`src/rtl/sync_edge_filt_if.sv`:
```
// Bundle of the per-channel level inputs, clears and filtered edge outputs
// shared between sync_edge_filt and its consumer.
interface sync_edge_filt_if #(
    parameter int WIDTH = 4
);
    logic [WIDTH-1:0] sig_nsyn;
    logic [WIDTH-1:0] clr;
    logic [WIDTH-1:0] sig_syn;
    logic [WIDTH-1:0] rise;
    logic [WIDTH-1:0] fall;
    logic [WIDTH-1:0] evt_flag;
    logic             changed;

    modport master (
        output sig_nsyn, clr,
        input  sig_syn, rise, fall, evt_flag, changed
    );

    modport slave (
        input  sig_nsyn, clr,
        output sig_syn, rise, fall, evt_flag, changed
    );
endinterface

```
`src/rtl/sync_edge_filt.sv`:
```
// Multi-channel async level synchroniser with persistence filter, registered
// rise/fall pulses and sticky per-channel event flags.
module sync_edge_filt_lane #(
    parameter int STAGES = 3,
    parameter int FILT   = 4
) (
    input  logic i_clk,
    input  logic i_rst,
    input  logic i_async,
    input  logic i_clr,
    output logic o_lvl,
    output logic o_rise,
    output logic o_fall,
    output logic o_evt
);
    localparam int CW = (FILT > 1) ? $clog2(FILT) : 1;
    localparam logic [CW-1:0] CNT_MAX = CW'(FILT - 1);

    logic [STAGES-1:0] r_sync;
    logic [CW-1:0]     r_cnt;
    logic              r_lvl, r_rise, r_fall, r_evt;
    logic              w_s, w_diff, w_acc;

    assign w_s    = r_sync[STAGES-1];
    assign w_diff = (w_s != r_lvl);
    assign w_acc  = w_diff && (r_cnt == CNT_MAX);

    always_ff @(posedge i_clk) begin
        if (i_rst) begin
            r_sync <= '0;
            r_cnt  <= '0;
            r_lvl  <= 1'b0;
            r_rise <= 1'b0;
            r_fall <= 1'b0;
            r_evt  <= 1'b0;
        end else begin
            r_sync <= {r_sync[STAGES-2:0], i_async};
            r_rise <= w_acc &  w_s;
            r_fall <= w_acc & ~w_s;
            // Any return to the accepted level drops the partial count.
            if (!w_diff || w_acc) r_cnt <= '0;
            else                  r_cnt <= r_cnt + CW'(1);
            if (w_acc) r_lvl <= w_s;
            // Set beats clear when both land on the same edge.
            if (w_acc)      r_evt <= 1'b1;
            else if (i_clr) r_evt <= 1'b0;
        end
    end

    assign o_lvl  = r_lvl;
    assign o_rise = r_rise;
    assign o_fall = r_fall;
    assign o_evt  = r_evt;
endmodule

module sync_edge_filt #(
    parameter int WIDTH  = 4,
    parameter int STAGES = 3,
    parameter int FILT   = 4
) (
    input  logic             clk,
    input  logic             rst,
    sync_edge_filt_if.slave  bus
);
    logic [WIDTH-1:0] w_in, w_clr, w_lvl, w_rise, w_fall, w_evt;

    assign w_in  = bus.sig_nsyn;
    assign w_clr = bus.clr;

    for (genvar g = 0; g < WIDTH; g++) begin : g_lane
        sync_edge_filt_lane #(
            .STAGES (STAGES),
            .FILT   (FILT)
        ) u_lane (
            .i_clk   (clk),
            .i_rst   (rst),
            .i_async (w_in[g]),
            .i_clr   (w_clr[g]),
            .o_lvl   (w_lvl[g]),
            .o_rise  (w_rise[g]),
            .o_fall  (w_fall[g]),
            .o_evt   (w_evt[g])
        );
    end

    assign bus.sig_syn  = w_lvl;
    assign bus.rise     = w_rise;
    assign bus.fall     = w_fall;
    assign bus.evt_flag = w_evt;
    assign bus.changed  = |(w_rise | w_fall);
endmodule

```
`src/flat_wrapper.sv`:
```
// flat-port wrapper written by rule: the top's interface ports become plain ports
module sync_edge_filt_flat 
#(
    parameter int WIDTH  = 4,
    parameter int STAGES = 3,
    parameter int FILT   = 4
)
  (clk, rst, bus_sig_nsyn, bus_clr, bus_sig_syn, bus_rise, bus_fall, bus_evt_flag, bus_changed);
  sync_edge_filt_if #(.WIDTH(WIDTH)) bus_i ();
  input  logic clk;
  input  logic rst;
  input wire logic [$bits(bus_i.sig_nsyn)-1:0] bus_sig_nsyn;
  input wire logic [$bits(bus_i.clr)-1:0] bus_clr;
  output wire logic [$bits(bus_i.sig_syn)-1:0] bus_sig_syn;
  output wire logic [$bits(bus_i.rise)-1:0] bus_rise;
  output wire logic [$bits(bus_i.fall)-1:0] bus_fall;
  output wire logic [$bits(bus_i.evt_flag)-1:0] bus_evt_flag;
  output wire logic [$bits(bus_i.changed)-1:0] bus_changed;
  assign bus_i.sig_nsyn = bus_sig_nsyn;
  assign bus_i.clr = bus_clr;
  assign bus_sig_syn = bus_i.sig_syn;
  assign bus_rise = bus_i.rise;
  assign bus_fall = bus_i.fall;
  assign bus_evt_flag = bus_i.evt_flag;
  assign bus_changed = bus_i.changed;
  sync_edge_filt #(.WIDTH(WIDTH), .STAGES(STAGES), .FILT(FILT)) u_core (.clk(clk), .rst(rst), .bus(bus_i));
endmodule
```
`config.mk`:
```
export PLATFORM = sky130hd
export DESIGN_NAME = sync_edge_filt_flat
export DESIGN_NICKNAME = d
export VERILOG_FILES = /design/src/rtl/sync_edge_filt_if.sv /design/src/rtl/sync_edge_filt.sv /design/src/flat_wrapper.sv
export SDC_FILE = /design/constraint.sdc
export NUM_CORES = 1
export LEC_CHECK = 0
export ABC_AREA = 0
export CAP_MARGIN = 10
export CORE_ASPECT_RATIO = 1.4
export CORE_MARGIN = 2
export CORE_UTILIZATION = 49
export CTS_CLUSTER_DIAMETER = 150
export DETAILED_ROUTE_END_ITERATION = 7
export PLACE_DENSITY = 0.76
export SYNTH_ARGS = -nofsm -noshare
export SYNTH_HDL_FRONTEND = slang
export SYNTH_SLANG_ARGS = --single-unit
```
`constraint.sdc`:
```
create_clock -name clk -period 1.49 [get_ports clk]
set_input_delay 0.3725 -clock clk [delete_from_list [all_inputs] [get_ports clk]]
set_output_delay 0.3725 -clock clk [all_outputs]
set_load 0.01 [all_outputs]
```
==> results_dict.tcl, run 1 <==
set metrics [dict create \
    placed_cells_incl_taps 161 \
    max_cap_violations 0 \
    dr.pass1.iters 2 \
    overflow_left_after_global_routing 0 \
    synth_fp_nets 128 \
    synth_common_cells "dfxtp_1 (36), buf_4 (16), nor2b_1 (9)" \
    drc 0 \
    grt_util_all_layers 0.156 \
    max_slew.worst_pin.slew_ps 406 \
    multi_input_area_sq_um 478 \
    yosysWarningCount 0 \
    floorplan.core_area_sq_mm 0.00264 \
    timing.clock.skew_ps 9.62 \
    synth_area_sq_mm 0.00136 \
    critPathLaunchType "register" \
    edff_count_synth 0 \
    clkTransAtPathRegs_ps 110 \
    via_per_inst 4.72 \
    wire_length_per_cell_um 12.0 \
    synth_cell_types 18 \
    total_power_mw 1.71 \
    vdd.ir_drop.worst_mv 0.805 \
    cts_htree_levels 2 \
    postRouteWirelength_mm 2.02 \
    path_delay_family "simple AND/OR/NAND/NOR gates" \
    final_core_utilization 0.612 \
    max_slew_margin 0.727 \
    outcome "complete, but fails checks" \
    sequential_area_share_after_synthesis 0.530 \
    post-synth-top-count-cell "dfxtp_1" \
    buffer_ports.inserted 26 \
    grt_pass1_vias 826 \
    violated_checks "setup timing" \
    grt_max_degree 26 \
    numCtsBuffers 5 \
    final.setup.worst_slack_ps -40.4 \
    async_flop_share 0 \
    initial_core_util 0.514 \
    clock_sink_count 36 \
    antenna_violations_before_repair 0 \
    seqCellArea_sq_um 726 \
    synth_largest_area_cell "dfxtp_1" \
    final_cell_count_no_fill 169 \
    tritoncts_clock_tree "yes" \
    min-delay-path-class "reg2reg" \
    fin_nets 146 \
    critPathMaxStageDelay_ps 330 \
    cell_type_of_the_slowest_stage_on_the_worst_timing_path "dfxtp_1" \
    hold_violations 0 \
    num-fill-cells 259 \
    postCtsHoldBufs 0 \
    worstPathRequired_ps 1120 \
    clk_root_buffer_cell "clkbuf_4" \
    worstPathArrival_ps 1160 \
    wire_length_of_the_first_global_routing_pass_mm 3.66 \
    place.gp.congestion 0.682 \
    setup_viol 1 \
    max_freq_mhz 653 \
    postCtsSetupBuffers 0 \
    std_cell_rows 22 \
    insertion_delay_ps 340 \
    die-height_um 66.3 \
    synthFlopType "dfxtp_1" \
    final.min_clock_period_ps 1530 \
    route.vias.total 797 \
    critical_path.cell_chain "nor4_2 > nand2_1 > clkbuf_2" \
    cts.path.max_buffers 2 \
    synthDominantCellAreaShare 0.530 \
    share_of_post_route_cells_with_drive_strength_above_1 0.195 \
    synthesis_stage_register_bit_count 36 \
    post_synth_main_area_contributors "dfxtp_1 (53%), buf_4 (8.8%), nor3b_1 (4.4%)" \
    dp_hpwl_mm 1.43 \
    boundaryPins 27 \
    crit_fanout 2 \
    ant_nets 0 \
    worstPathBufferInverterCount 1 \
    antenna_cells 0 \
    die_x_um 48.5 \
    post_synth.cell_area_avg_sq_um 11.9 \
    initialDrtViolationCount 11 \
    layout_worst_path_cycle_share 1.03 \
    postSynthCellCount 114 \
    area_delta_synth_final_pct 19.1 \
    cellPowerDensity_mw_per_mm2 1060 \
    slew_viol_final 0 \
    power_leakage_nw 0.665 \
    die_area_sq_mm 0.00322 \
    path_class "reg2out" \
    hold_ws_ps 436 \
    rsz_0062_raised_after_global_routing "yes" \
    crit_path_end_kind "output port" \
]
-- layout by cell type (no fill, tap or decap) --
cell	n
dfxtp_1	32
dlygate4sd2_1	16
nor2b_1	9
clkdlybuf4s50_1	9
nor3b_1	8
nor4_2	6
clkbuf_4	5
nand2b_1	4
inv_1	4
xnor2_1	4
o32ai_1	4
nor4b_2	4
mux2i_1	4
nor2_1	4
ha_1	4
dfxtp_2	4
and2b_1	3
buf_4	3
nand2_1	1
clkinv_2	1
bufinv_16	1
clkbuf_1	1
clkbuf_2	1
buf_12	1
-- final timing paths --
check,start,to,slack (ps),cells after the start
max,u_core.g_lane[0].u_lane.o_fall,bus_changed,-40,3
min,u_core.g_lane[2].u_lane.r_sync[1],u_core.g_lane[2].u_lane.r_sync[2],440,1
max reg2reg,u_core.g_lane[2].u_lane.r_cnt[0],u_core.g_lane[2].u_lane.o_rise,420,3
min reg2reg,u_core.g_lane[2].u_lane.r_sync[1],u_core.g_lane[2].u_lane.r_sync[2],440,1
-- registers in the layout, indices dropped and copies added, names as in the netlist --
register,cells
u_core.g_lane.u_lane.o_lvl,4
u_core.g_lane.u_lane.o_rise,4
u_core.g_lane.u_lane.r_sync,12
u_core.g_lane.u_lane.r_cnt,8
u_core.g_lane.u_lane.o_evt,4
u_core.g_lane.u_lane.o_fall,4
-- per-stage QoR --
step                area, sq um  setup TNS (ps)  worst slack (ps)
floorplan                  1360               0               458
global placement           1550           -89.4             -89.4
detailed placement         1550            -169             -95.8
CTS                        1610            -216              -216
global route               1620            -111              -111
finish                     1620           -40.4             -40.4
-- repair_timing --
action	4_1_cts	5_1_grt
pin swaps	0	1
gates cloned	0	0
endpoints found under the setup margin	17	1
gates resized for setup	21	4
-- metal layers --
layer  vias to the layer above  GRT usage  wire length [um]
li1                        408          -                 -
met1                       360      0.152               772
met2                        20      0.274              1090
met3                         9     0.0430                90
met5                         -          0                 0
met4                         0      0.129                73
-- where the power goes --
group	total, mW	leakage (nW)	switching (mW)	internal [mW]
clock network	0.657	0.0422	0.305	0.352
logic	0.0675	0.328	0.0243	0.0432
registers	0.983	0.294	0.00622	0.976
-- worst register-to-register path: stages (launching register included) --
cell      delay, ps
dfxtp_1         390
ha_1            290
nand2b_1        130
nor3b_1         190
-- logic make-up (layout without fill, tap and decap cells) --
group / Yosys count / after routing / synth area share
DFF: 36 / 36 / 0.530
and+or+nand+nor: 39 / 39 / 0.225
AOI/OAI and AO/OA: 4 / 4 / 0.0258
xor gates and xnor gates: 4 / 4 / 0.0258
muxes: 4 / 4 / 0.0295
buffers and inverters: 23 / 42 / 0.127
adders and majority gates: 4 / 4 / 0.0368
-- layout make-up --
class	count	share of cell area
flip-flops and latches	36	0.449
multi-input cells	55	0.295
repair buffers	30	0.172
well taps	36	0.0278
clock buffers	6	0.0255
clock inverters	2	0.0217
inverters	4	0.00928
Note: power is estimated with default switching activity, not from simulation.
==> run 2: changes to the inputs <==
- GPL_ROUTABILITY_DRIVEN: unset -> 0
==> results of run 2 <==
Final layout, timing and power as in run 1 (identical DEF).
==> run 3: changes to the inputs <==
- CTS_CLUSTER_DIAMETER: 150 -> unset
==> results of run 3 <==
Final layout, timing and power as in run 1 (identical DEF).
